## src/rtl/add16_arbiter.sv

```systemverilog
// Round-robin scheduler that shares one external 16-bit adder among NUM_REQ requesters.
// One operation in flight at a time: IDLE (grant) -> ADD (adder settles) -> RESP (hold result).
module add16_arbiter #(
  parameter int NUM_REQ = 4,
  localparam int IDW = (NUM_REQ > 1) ? $clog2(NUM_REQ) : 1
) (
  input  logic                  clk,
  input  logic                  rst_n,
  input  logic [NUM_REQ-1:0]    req_valid,
  input  logic [16*NUM_REQ-1:0] req_a,
  input  logic [16*NUM_REQ-1:0] req_b,
  output logic [NUM_REQ-1:0]    req_ready,
  output logic [15:0]           adder_a,
  output logic [15:0]           adder_b,
  input  logic [15:0]           adder_out,
  output logic                  rsp_valid,
  output logic [15:0]           rsp_data,
  output logic [IDW-1:0]        rsp_id,
  input  logic                  rsp_ready,
  output logic [15:0]           op_count
);

  typedef enum logic [1:0] {IDLE, ADD, RESP} state_t;

  state_t         state;
  logic [IDW-1:0] rr_ptr;
  logic [IDW-1:0] id_q;
  logic [IDW-1:0] grant_idx;
  logic           found;

  // Scan starts one past the last winner so the last winner has lowest priority.
  always_comb begin
    grant_idx = '0;
    found     = 1'b0;
    for (int k = 1; k <= NUM_REQ; k++) begin
      if (!found && req_valid[(int'(rr_ptr) + k) % NUM_REQ]) begin
        found     = 1'b1;
        grant_idx = IDW'((int'(rr_ptr) + k) % NUM_REQ);
      end
    end
  end

  // Grant is held off while reset is asserted so req_ready reads zero during reset.
  always_comb begin
    req_ready = '0;
    if (state == IDLE && rst_n && found)
      req_ready = NUM_REQ'(1) << grant_idx;
  end

  always_ff @(posedge clk or negedge rst_n) begin
    if (!rst_n) begin
      state     <= IDLE;
      rr_ptr    <= IDW'(NUM_REQ - 1);
      id_q      <= '0;
      adder_a   <= '0;
      adder_b   <= '0;
      rsp_valid <= 1'b0;
      rsp_data  <= '0;
      rsp_id    <= '0;
      op_count  <= '0;
    end else begin
      case (state)
        IDLE: begin
          if (found) begin
            adder_a <= req_a[int'(grant_idx)*16 +: 16];
            adder_b <= req_b[int'(grant_idx)*16 +: 16];
            id_q    <= grant_idx;
            rr_ptr  <= grant_idx;
            state   <= ADD;
          end
        end
        ADD: begin
          rsp_data  <= adder_out;
          rsp_id    <= id_q;
          rsp_valid <= 1'b1;
          state     <= RESP;
        end
        RESP: begin
          if (rsp_ready) begin
            rsp_valid <= 1'b0;
            op_count  <= op_count + 16'd1;
            state     <= IDLE;
          end
        end
        default: state <= IDLE;
      endcase
    end
  end

endmodule

```

## config.mk

```make
export PLATFORM = sky130hd
export DESIGN_NAME = add16_arbiter
export DESIGN_NICKNAME = d
export VERILOG_FILES = /design/src/rtl/add16_arbiter.sv
export SDC_FILE = /design/constraint.sdc
export NUM_CORES = 1
export LEC_CHECK = 0
export CORE_ASPECT_RATIO = 1.1
export CORE_UTILIZATION = 40
export CTS_BUF_LIST = sky130_fd_sc_hd__clkbuf_16
export CTS_CLUSTER_DIAMETER = 50
export DETAILED_ROUTE_END_ITERATION = 8
export PLACE_DENSITY = 0.83
export SYNTH_ARGS = -nofsm -noshare
export SYNTH_HDL_FRONTEND = slang
export SYNTH_SLANG_ARGS = --single-unit
```

## constraint.sdc

```tcl
create_clock -name clk -period 2.25 [get_ports clk]
set_input_delay 0.225 -clock clk [delete_from_list [all_inputs] [get_ports clk]]
set_output_delay 0.225 -clock clk [all_outputs]
set_load 0.03 [all_outputs]
```

==> metrics.cfg <==
[status]
status=finished, violations left
failed_checks=DRC

[yosys]
synth_seq_cells=73
syn_nets=558
syn_avg_cell_area_um2=10.05
synthSimpleGateAreaFrac_pct=18.86
ys.flop_type=dfrtp_1
netlist_area_um2=4080
synth_top_family_by_area=compound AO/OA/AOI/OAI gates
synth_compound_area_share_pct=23.18
netlist_instances=406
ys_warn_count=0
synth.distinct_cells=44
synth_xor_area_share_pct=3.220
synthMuxAreaShare_pct=4.968
synthAdderAreaFrac_pct=0.3067
async_flop_share_pct=100.0
synth-edff-count=0
synth_seq_area_share_pct=44.83

[place]
routabilityCongestion=0.7799
post-dp-hpwl_um=10260
portBuffers=221

[power]
fin_total_pwr_mw=8.549
peakVddDrop_uv=583.4
p_leak_nw=2.701
p_per_area_nw_per_um2=1258

[drt]
drcViolationCount=13
vias=4238
ant_nets=0
drt_pre_antenna_iters=7
wl_per_cell_um=18.13
vias_per_cell=5.606
first_iter_violations=200
wl_um=13710

[layout]
nNetsFinal=783
drive_gt1_share_pct=16.51
final_common_cell=clkdlybuf4s50_1
syn_to_final_growth_pct=66.57
final_cell_mix=clkdlybuf4s50_1 (214), dfrtp_1 (71), nor2_1 (41), nand3_1 (39)
diodes=0

[timing]
finalHoldViolCount=0
setup_viol_count_final=0
slew_headroom_pct=57.75
timing.fmax_mhz=469.9
clock_skew_ps=5.251
slew_violations=0
fin_crit_ps=2128
rsz0062_at_grt=false
period_share_pct=94.59
worstMarginPinSlew_ps=633.7
finalSetupTns_ps=0

[setup_path]
rr_worst_depth=5
r2r_start=rr_ptr[1]
crit_chain=nand2b_1, a311o_2, buf_12, nand2_1, nor2_1, buf_4
worstSetupEndpointType=primary output
arrival_ps=1900
crit_path_start_kind=register
required_ps=2030
slowest_stage=dfstp_2
r2r_setup_slack_ps=350
max_stage_delay_ps=600
crit_type=register to primary output
r2r_end=adder_a[11]
cp_max_fo=15

[clock_network]
cts_buffer_depth=2
cts-buffers-inserted=9
clk_transition_reported_paths_ps=60
cts.sinks=73
htreeDepth=3
cts_root_buf=clkbuf_16
clock_latency_ps=330
cts_tree=done

[job]
max-cap-violations=0

[die]
die_h_um=107.9
start_util_pct=41.26
ios=222
rows=38
dieArea_um2=10610
die_w_um=98.30
core_um2=9889

[worst_hold_path]
hp-class=input port to async pin

[global_route]
grt_pass1_wl_um=21450
antenna_found_initial=0
grt_max_degree=52
grt_usage_pct=25.97
grt_pass1_vias=4401
overflow=0

-- cell type report --
type,count,area [µm²]
clock inverters,7,38.79
inverters,3,11.26
fillers,744,3093
well taps,120,150.1
flip-flops and latches,73,1829
multi-input cells,296,2082
repair buffers,248,2460
clock buffers,9,225.2
-- worst max-delay path by stage --
| stage | start | end | slack [ps] | cells after the start |
|---|---|---|---|---|
| finish | rr_ptr[0] | req_ready[1] | 120 | 6 |
| detailed placement | req_valid[3] | adder_a[11] | 2 | 6 |
| global placement | req_valid[3] | adder_a[11] | 80 | 6 |
| global route | rr_ptr[0] | req_ready[1] | 20 | 6 |
| floorplan | rr_ptr[0] | req_ready[1] | 330 | 5 |
| CTS | rr_ptr[0] | req_ready[0] | 50 | 5 |
-- per-layer routing --
metal  part of all wire [%]  track usage, %
met2                     52           47.43
met1                     38           29.32
met5                      0               0
met3                    7.9           6.494
met4                    2.1           9.595
-- power by group --
part           internal [mW]  total (mW)  switching (mW)
Clock                  0.731        1.26           0.532
Sequential              1.90        2.28           0.381
Combinational           2.23        5.00            2.77
Total                   4.87        8.55            3.68
-- cells in the mapped netlist, types with 3 or more instances --
library cell | number | area, µm²
dfrtp_1 | 71 | 1777
nor2_1 | 41 | 153.9
nand3_1 | 39 | 195.2
a31oi_1 | 33 | 206.5
and2_1 | 33 | 206.5
o21ai_0 | 33 | 165.2
a221oi_2 | 29 | 435.4
mux2_2 | 18 | 202.7
buf_2 | 15 | 75.07
clkbuf_1 | 13 | 48.80
xnor2_1 | 13 | 113.9
nand2_1 | 12 | 45.04
nor2b_1 | 5 | 31.28
buf_6 | 4 | 45.04
a21o_1 | 3 | 22.52
a221oi_1 | 3 | 26.28
and3_1 | 3 | 18.77
nand2b_1 | 3 | 18.77
nand4_1 | 3 | 18.77
nor3_1 | 3 | 15.01
-- flip-flops by register name, indices dropped and copies added (netlist names) --
| name | count |
|---|---|
| rr_ptr | 2 |
| adder_b | 16 |
| op_count | 16 |
| id_q | 2 |
| rsp_data | 16 |
| rsp_valid | 1 |
| state | 2 |
| adder_a | 16 |
| rsp_id | 2 |
-- metrics by stage --
step	hold slack (ps)	utilization (%)	worst slack [ps]	instances	cell area, µm²
after floorplan	-70.59	-	326.0	406	4080
final	350.1	68.72	121.7	756	6797
after global routing	373.8	68.72	20.20	756	6797
after CTS	352.3	68.66	50.99	756	6790
after detailed placement	151.2	65.89	2.487	739	6516
after global placement	145.3	65.89	84.29	739	6516
-- logic make-up after synthesis --
group                      after synthesis
DFF                                     73
AOI/OAI and AO/OA                      111
xor gates and xnor gates                15
adders and majority gates                1
buffers and inverters                   37
and+or+nand+nor                        151
muxes                                   18
-- what timing repair did --
action / in CTS / in global routing
resized for setup: 0 / 3
setup endpoints to repair: 0 / 4
hold buffers: 1 / 0
hold endpoints to repair: 22 / 0
buffers inserted: 0 / 0
-- critical path: cells and delay by family, from the launching register on --
family | cells | cell delay [ps]
compound gates | 1 | 250
flops | 1 | 600
simple gates | 3 | 390
buf+inv | 2 | 330
No activity file was read; power rests on OpenSTA's default activity.
